==> src/rtl/wb_arb_pkg.sv <==
// Shared types and constants for the writeback port arbiter.
//   state_t     : arbiter FSM state (IDLE / ISSUE / HOLD)
//   SEL_A/SEL_B : register-select mux encodings, also used as grant IDs
//   DATA_W_DEF / REG_W_DEF : default data and register-specifier widths
package wb_arb_pkg;

  typedef enum logic [1:0] {
    IDLE  = 2'd0,
    ISSUE = 2'd1,
    HOLD  = 2'd2
  } state_t;

  localparam logic SEL_A = 1'b0;
  localparam logic SEL_B = 1'b1;

  localparam int DATA_W_DEF = 16;
  localparam int REG_W_DEF  = 3;

endpackage

==> src/rtl/wb_port_arbiter_if.sv <==
// Writeback arbiter bus: ALU (A) and load (B) result handshakes plus the
// register-file write port.
//   slave  : arbiter side (takes valids/payloads/wr_stall, drives readies and write port)
//   master : environment side (producers and register file)
interface wb_port_arbiter_if #(
  parameter int DATA_W = 16,
  parameter int REG_W  = 3
);
  logic              a_valid;
  logic              a_ready;
  logic [REG_W-1:0]  a_reg;
  logic [DATA_W-1:0] a_data;
  logic              b_valid;
  logic              b_ready;
  logic [REG_W-1:0]  b_reg;
  logic [DATA_W-1:0] b_data;
  logic              wr_stall;
  logic              wr_en;
  logic              wr_sel;
  logic [REG_W-1:0]  wr_reg;
  logic [DATA_W-1:0] wr_data;

  modport slave (
    input  a_valid, a_reg, a_data, b_valid, b_reg, b_data, wr_stall,
    output a_ready, b_ready, wr_en, wr_sel, wr_reg, wr_data
  );

  modport master (
    output a_valid, a_reg, a_data, b_valid, b_reg, b_data, wr_stall,
    input  a_ready, b_ready, wr_en, wr_sel, wr_reg, wr_data
  );
endinterface

==> src/rtl/wb_rr_pick.sv <==
// Two-way round-robin grant.
//   req[1:0] : request vector (bit 0 = A, bit 1 = B)
//   last     : port granted on the last completed transfer (SEL_A / SEL_B)
//   gnt[1:0] : one-hot grant; a sole requester wins, on a tie the port
//              that was not granted last wins
module wb_rr_pick
  import wb_arb_pkg::*;
(
  input  logic [1:0] req,
  input  logic       last,
  output logic [1:0] gnt
);
  assign gnt[0] = req[0] & (~req[1] | (last == SEL_B));
  assign gnt[1] = req[1] & (~req[0] | (last == SEL_A));
endmodule

==> src/rtl/wb_port_arbiter.sv <==
// Writeback port arbiter: merges ALU (A) and load (B) results onto a single
// register-file write port with round-robin fairness and one-cycle latency.
//   clk, rst_n  : clock, asynchronous active-low reset
//   bus (slave) : A/B valid-ready handshakes, wr_stall in, write port out
//   conflict_cnt: saturating count of cycles with both valids high
//                 (present only when WB_ARB_CONFLICT_CNT_EN is defined)
module wb_port_arbiter
  import wb_arb_pkg::*;
#(
  parameter int DATA_W = DATA_W_DEF,
  parameter int REG_W  = REG_W_DEF
) (
  input  logic               clk,
  input  logic               rst_n,
  wb_port_arbiter_if.slave   bus
`ifdef WB_ARB_CONFLICT_CNT_EN
  ,
  output logic [7:0]         conflict_cnt
`endif
);

  state_t            state;
  logic              last_grant;
  logic [1:0]        gnt;
  logic              can_accept;
  logic              xfer_a, xfer_b, xfer;
  logic              sel_q;
  logic [REG_W-1:0]  reg_q;
  logic [DATA_W-1:0] data_q;

  wb_rr_pick u_pick (
    .req  ({bus.b_valid, bus.a_valid}),
    .last (last_grant),
    .gnt  (gnt)
  );

  // Accept only when the output slot is free or retiring this cycle.
  // rst_n gates the readies so they drop the instant reset asserts.
  assign can_accept  = rst_n && (state != HOLD) && !bus.wr_stall;
  assign bus.a_ready = gnt[0] & can_accept;
  assign bus.b_ready = gnt[1] & can_accept;

  assign xfer_a = bus.a_valid & bus.a_ready;
  assign xfer_b = bus.b_valid & bus.b_ready;
  assign xfer   = xfer_a | xfer_b;

  assign bus.wr_en   = (state == ISSUE) && !bus.wr_stall;
  assign bus.wr_sel  = sel_q;
  assign bus.wr_reg  = reg_q;
  assign bus.wr_data = data_q;

  always_ff @(posedge clk or negedge rst_n) begin
    if (!rst_n) begin
      state      <= IDLE;
      last_grant <= SEL_B;
      sel_q      <= SEL_A;
      reg_q      <= '0;
      data_q     <= '0;
    end else begin
      case (state)
        IDLE:    if (xfer) state <= ISSUE;
        ISSUE:   if (bus.wr_stall) state <= HOLD;
                 else if (!xfer)   state <= IDLE;
        HOLD:    if (!bus.wr_stall) state <= ISSUE;
        default: state <= IDLE;
      endcase
      // A transfer only happens when the slot is free or retiring,
      // so overwriting the held write here is always safe.
      if (xfer) begin
        last_grant <= xfer_b ? SEL_B : SEL_A;
        sel_q      <= xfer_b ? SEL_B : SEL_A;
        reg_q      <= xfer_b ? bus.b_reg  : bus.a_reg;
        data_q     <= xfer_b ? bus.b_data : bus.a_data;
      end
    end
  end

`ifdef WB_ARB_CONFLICT_CNT_EN
  always_ff @(posedge clk or negedge rst_n) begin
    if (!rst_n)
      conflict_cnt <= '0;
    else if (bus.a_valid && bus.b_valid && conflict_cnt != 8'hFF)
      conflict_cnt <= conflict_cnt + 8'd1;
  end
`endif

endmodule

==> src/flat_wrapper.sv <==
// flat-port wrapper written by rule: the top's interface ports become plain ports
module wb_port_arbiter_flat import wb_arb_pkg::*;
#(
  parameter int DATA_W = DATA_W_DEF,
  parameter int REG_W  = REG_W_DEF
)
  (clk, rst_n, bus_a_valid, bus_a_reg, bus_a_data, bus_b_valid, bus_b_reg, bus_b_data, bus_wr_stall, bus_a_ready, bus_b_ready, bus_wr_en, bus_wr_sel, bus_wr_reg, bus_wr_data);
  wb_port_arbiter_if #(.DATA_W(DATA_W), .REG_W(REG_W)) bus_i ();
  input  logic clk;
  input  logic rst_n;
  input wire logic [$bits(bus_i.a_valid)-1:0] bus_a_valid;
  input wire logic [$bits(bus_i.a_reg)-1:0] bus_a_reg;
  input wire logic [$bits(bus_i.a_data)-1:0] bus_a_data;
  input wire logic [$bits(bus_i.b_valid)-1:0] bus_b_valid;
  input wire logic [$bits(bus_i.b_reg)-1:0] bus_b_reg;
  input wire logic [$bits(bus_i.b_data)-1:0] bus_b_data;
  input wire logic [$bits(bus_i.wr_stall)-1:0] bus_wr_stall;
  output wire logic [$bits(bus_i.a_ready)-1:0] bus_a_ready;
  output wire logic [$bits(bus_i.b_ready)-1:0] bus_b_ready;
  output wire logic [$bits(bus_i.wr_en)-1:0] bus_wr_en;
  output wire logic [$bits(bus_i.wr_sel)-1:0] bus_wr_sel;
  output wire logic [$bits(bus_i.wr_reg)-1:0] bus_wr_reg;
  output wire logic [$bits(bus_i.wr_data)-1:0] bus_wr_data;
  assign bus_i.a_valid = bus_a_valid;
  assign bus_i.a_reg = bus_a_reg;
  assign bus_i.a_data = bus_a_data;
  assign bus_i.b_valid = bus_b_valid;
  assign bus_i.b_reg = bus_b_reg;
  assign bus_i.b_data = bus_b_data;
  assign bus_i.wr_stall = bus_wr_stall;
  assign bus_a_ready = bus_i.a_ready;
  assign bus_b_ready = bus_i.b_ready;
  assign bus_wr_en = bus_i.wr_en;
  assign bus_wr_sel = bus_i.wr_sel;
  assign bus_wr_reg = bus_i.wr_reg;
  assign bus_wr_data = bus_i.wr_data;
  wb_port_arbiter #(.DATA_W(DATA_W), .REG_W(REG_W)) u_core (.clk(clk), .rst_n(rst_n), .bus(bus_i));
endmodule
==> config.mk <==
export PLATFORM = sky130hd
export DESIGN_NAME = wb_port_arbiter_flat
export DESIGN_NICKNAME = d
export VERILOG_FILES = /design/src/rtl/wb_arb_pkg.sv /design/src/rtl/wb_port_arbiter_if.sv /design/src/rtl/wb_rr_pick.sv /design/src/rtl/wb_port_arbiter.sv /design/src/flat_wrapper.sv
export SDC_FILE = /design/constraint.sdc
export NUM_CORES = 1
export LEC_CHECK = 0
export CORE_MARGIN = 4
export CORE_UTILIZATION = 34
export CTS_CLUSTER_SIZE = 24
export DETAILED_ROUTE_END_ITERATION = 8
export MAX_ROUTING_LAYER = met4
export PLACE_DENSITY = 0.75
export RECOVER_POWER = 25
export SYNTH_ARGS = -nofsm -noshare
export SYNTH_HDL_FRONTEND = slang
export SYNTH_SLANG_ARGS = --single-unit
==> constraint.sdc <==
create_clock -name clk -period 1.4 [get_ports clk]
set_input_delay 0.42 -clock clk [delete_from_list [all_inputs] [get_ports clk]]
set_output_delay 0.42 -clock clk [all_outputs]
set_load 0.02 [all_outputs]
==> impl_metrics.env <==
export IMPL_power_mw=2.46
export IMPL_critPathLaunchType="flop"
export IMPL_synth_top_cells_by_area="dfrtp_1, o32ai_1, a2bb2oi_2, a2bb2oi_1, clkbuf_1"
export IMPL_drive_above_1_share_pct=58.2
export IMPL_period_share_pct=121
export IMPL_io_pins=66
export IMPL_syn_num_nets=136
export IMPL_cp_slowest_stage_delay_ns=0.59
export IMPL_seq_area_frac_synth_pct=48.4
export IMPL_setup_violations=6
export IMPL_gp_congestion=0.800
export IMPL_r2r_end="u_core.bus.wr_sel$_DFFE_PN0P_"
export IMPL_final_cells=228
export IMPL_antenna_found_initial=0
export IMPL_worst_setup_path_end_kind="output port"
export IMPL_skew_ns=0.00776
export IMPL_slew_violations=0
export IMPL_core_region_area_sq_um=3360
export IMPL_dr_pass1_iters=4
export IMPL_critPathMaxFanout=3
export IMPL_largest_register_ffs=16
export IMPL_rr_startpoint="u_core.state[1]$_DFFE_PN0P_"
export IMPL_hold_violations=0
export IMPL_startpoint="u_core.last_grant$_DFFE_PN1P_"
export IMPL_worstSetupPathType="reg -> out"
export IMPL_vdd_ir_drop_max_mv=0.544
export IMPL_dieArea_sq_um=4510
export IMPL_cts_root_buf="clkbuf_4"
export IMPL_wl_per_cell_um=17.7
export IMPL_run_status="finished with violations"
export IMPL_required_ns=0.98
export IMPL_fin_crit_ns=1.69
export IMPL_syn_area_per_cell_sq_um=12.8
export IMPL_ys_flop_type="dfrtp_1"
export IMPL_cts_max_path_buffers=2
export IMPL_dp_cells=218
export IMPL_cts_tree="yes"
export IMPL_dp_slack_ns=-0.984
export IMPL_cp_slowest_cell="dfstp_2"
export IMPL_worstPathCellList="nor2b_2, nor4_4, buf_4"
export IMPL_grt_pass1_vias=1325
export IMPL_violations="setup timing"
export IMPL_yosysUniqueCellTypes=27
export IMPL_hpwl_um=2870
export IMPL_relSlewSlack_pct=59.7
export IMPL_synth_warnings=0
export IMPL_ant_nets=0
export IMPL_remaining_drc_errors=0
export IMPL_ff2ff_setup_slack_ns=0.02
export IMPL_ys_seq_elements=23
export IMPL_diodes=0
export IMPL_drv_cap=0
export IMPL_cts_sinks=23
export IMPL_fp_dieH_um=67.2
export IMPL_die_w_um=67.2
export IMPL_hold_path_class="in -> async"
export IMPL_cp_data_arrival_time_ns=1.27
export IMPL_clk_latency_ns=0.31
export IMPL_synth_top_area_share_pct=46.2
export IMPL_clk_pin_slew_worst_paths_ns=0.13
export IMPL_port_buffers=65
export IMPL_r2r_cells=4
export IMPL_area_growth_pct=92.0
export IMPL_layout_setup_ws_ns=-0.292
export IMPL_rsz0062_at_grt="true"
export IMPL_grtUsageTotal_pct=18.3
export IMPL_worst_pin_slew_ns=0.604
export IMPL_drt_iter0_markers=29
export IMPL_grt_first_pass_wirelength_um=6180
export IMPL_leakagePower_nw=0.895
export IMPL_netlist_instances=93
export IMPL_fin_nets=226
export IMPL_synth_edff_count=0
export IMPL_synthArstFlopShare_pct=100
export IMPL_cts_buffers=3
export IMPL_grt_max_degree=26
export IMPL_power_per_cell_area_nw_per_um2=1070
export IMPL_fmax_mhz=591
export IMPL_syn_cell_area_sq_um=1190
export IMPL_yosysTopAreaCell="dfrtp_1"
export IMPL_crit_end="bus_a_ready"
export IMPL_vias=1217
export IMPL_routed_wl_um=4030
export IMPL_htree_levels=1
export IMPL_vias_per_cell=5.34
export IMPL_std_cell_rows=21
export IMPL_synth_commonest_cells="dfrtp_1, o32ai_1, a2bb2oi_2"
export IMPL_synth_most_common_cell="dfrtp_1"
export IMPL_initial_core_util_pct=35.4
export IMPL_grt_overflow_total=0
==> layer usage <==
layer	up-vias	part of all wire, %	track usage [%]
met5	-	0	-
met2	40	54	32.5
li1	561	-	-
met1	607	39	20.3
met4	0	1.3	6.58
met3	9	5.2	3.66
==> final cells by class <==
type | instances | area (sq um)
fill | 283 | 1080
multi-input combinational | 60 | 832
timing repair buffer | 94 | 791
sequential | 23 | 577
tap | 46 | 57.6
clock buffer | 4 | 26.3
inverter | 1 | 3.75
==> power by group <==
| part | switching [mW] | internal (mW) | total (mW) |
|---|---|---|---|
| Combinational | 0.582 | 0.654 | 1.24 |
| Clock | 0.200 | 0.111 | 0.311 |
| Sequential | 0.0987 | 0.812 | 0.911 |
| Total | 0.881 | 1.58 | 2.46 |
==> per-stage QoR <==
stage	utilization (%)	TNS (ns)	hold WS [ns]	instance area, sq um
after detailed placement	61.3	-13.24	0.515	2060
after CTS	62.2	-0.809	0.326	2090
final	68.0	-1.08	0.429	2290
after floorplan	-	-0.0993	0.124	1230
after global placement	61.3	-12.56	0.509	2060
after global routing	68.0	-1.70	0.457	2290
==> timing repair <==
item,4_1_cts,5_1_grt
setup endpoints to repair,45,31
pin swaps,1,2
hold buffers,0,0
gates resized for setup,98,44
gates cloned,0,0
buffers inserted,4,2
==> critical path, delay by kind of cell, from the launching register on <==
family | cells | cell delay, ns
flops | 1 | 0.59
simple gates | 2 | 0.20
buf+inv | 1 | 0.18
==> cell families (layout without fill, tap and decap cells) <==
logic type / count (synthesis) / after routing / synth area share (%)
compound gates: 45 / 45 / 37.8
flops: 23 / 23 / 48.4
simple gates: 15 / 15 / 9.56
buf+inv: 10 / 99 / 4.20
==> layout by cell type, fill, tap and decap left out, types with 2 or more instances in the layout <==
master            n
nor3_4            2
buf_8             2
o32ai_2          17
o32ai_4           2
dlygate4sd2_1     4
buf_4            23
a2bb2oi_2        18
a21oi_1           2
clkdlybuf4s50_1  38
clkbuf_4          3
buf_2            20
dfrtp_1          22
nand2b_4          2
buf_6             6
==> worst min-delay path by stage <==
stage | startpoint | to | slack, ns | cells past startpoint
floorplan | rst_n | u_core.bus.wr_data[0]$_DFFE_PN0P_ | 0.12 | 0
global placement | u_core.bus.wr_data[8]$_DFFE_PN0P_ | u_core.bus.wr_data[8]$_DFFE_PN0P_ | 0.51 | 1
detailed placement | u_core.bus.wr_data[12]$_DFFE_PN0P_ | u_core.bus.wr_data[12]$_DFFE_PN0P_ | 0.52 | 1
CTS | rst_n | u_core.bus.wr_data[3]$_DFFE_PN0P_ | 0.33 | 2
global route | rst_n | u_core.bus.wr_reg[0]$_DFFE_PN0P_ | 0.46 | 2
finish | rst_n | u_core.bus.wr_reg[0]$_DFFE_PN0P_ | 0.43 | 2
Note: power is estimated with default switching activity, not from simulation.
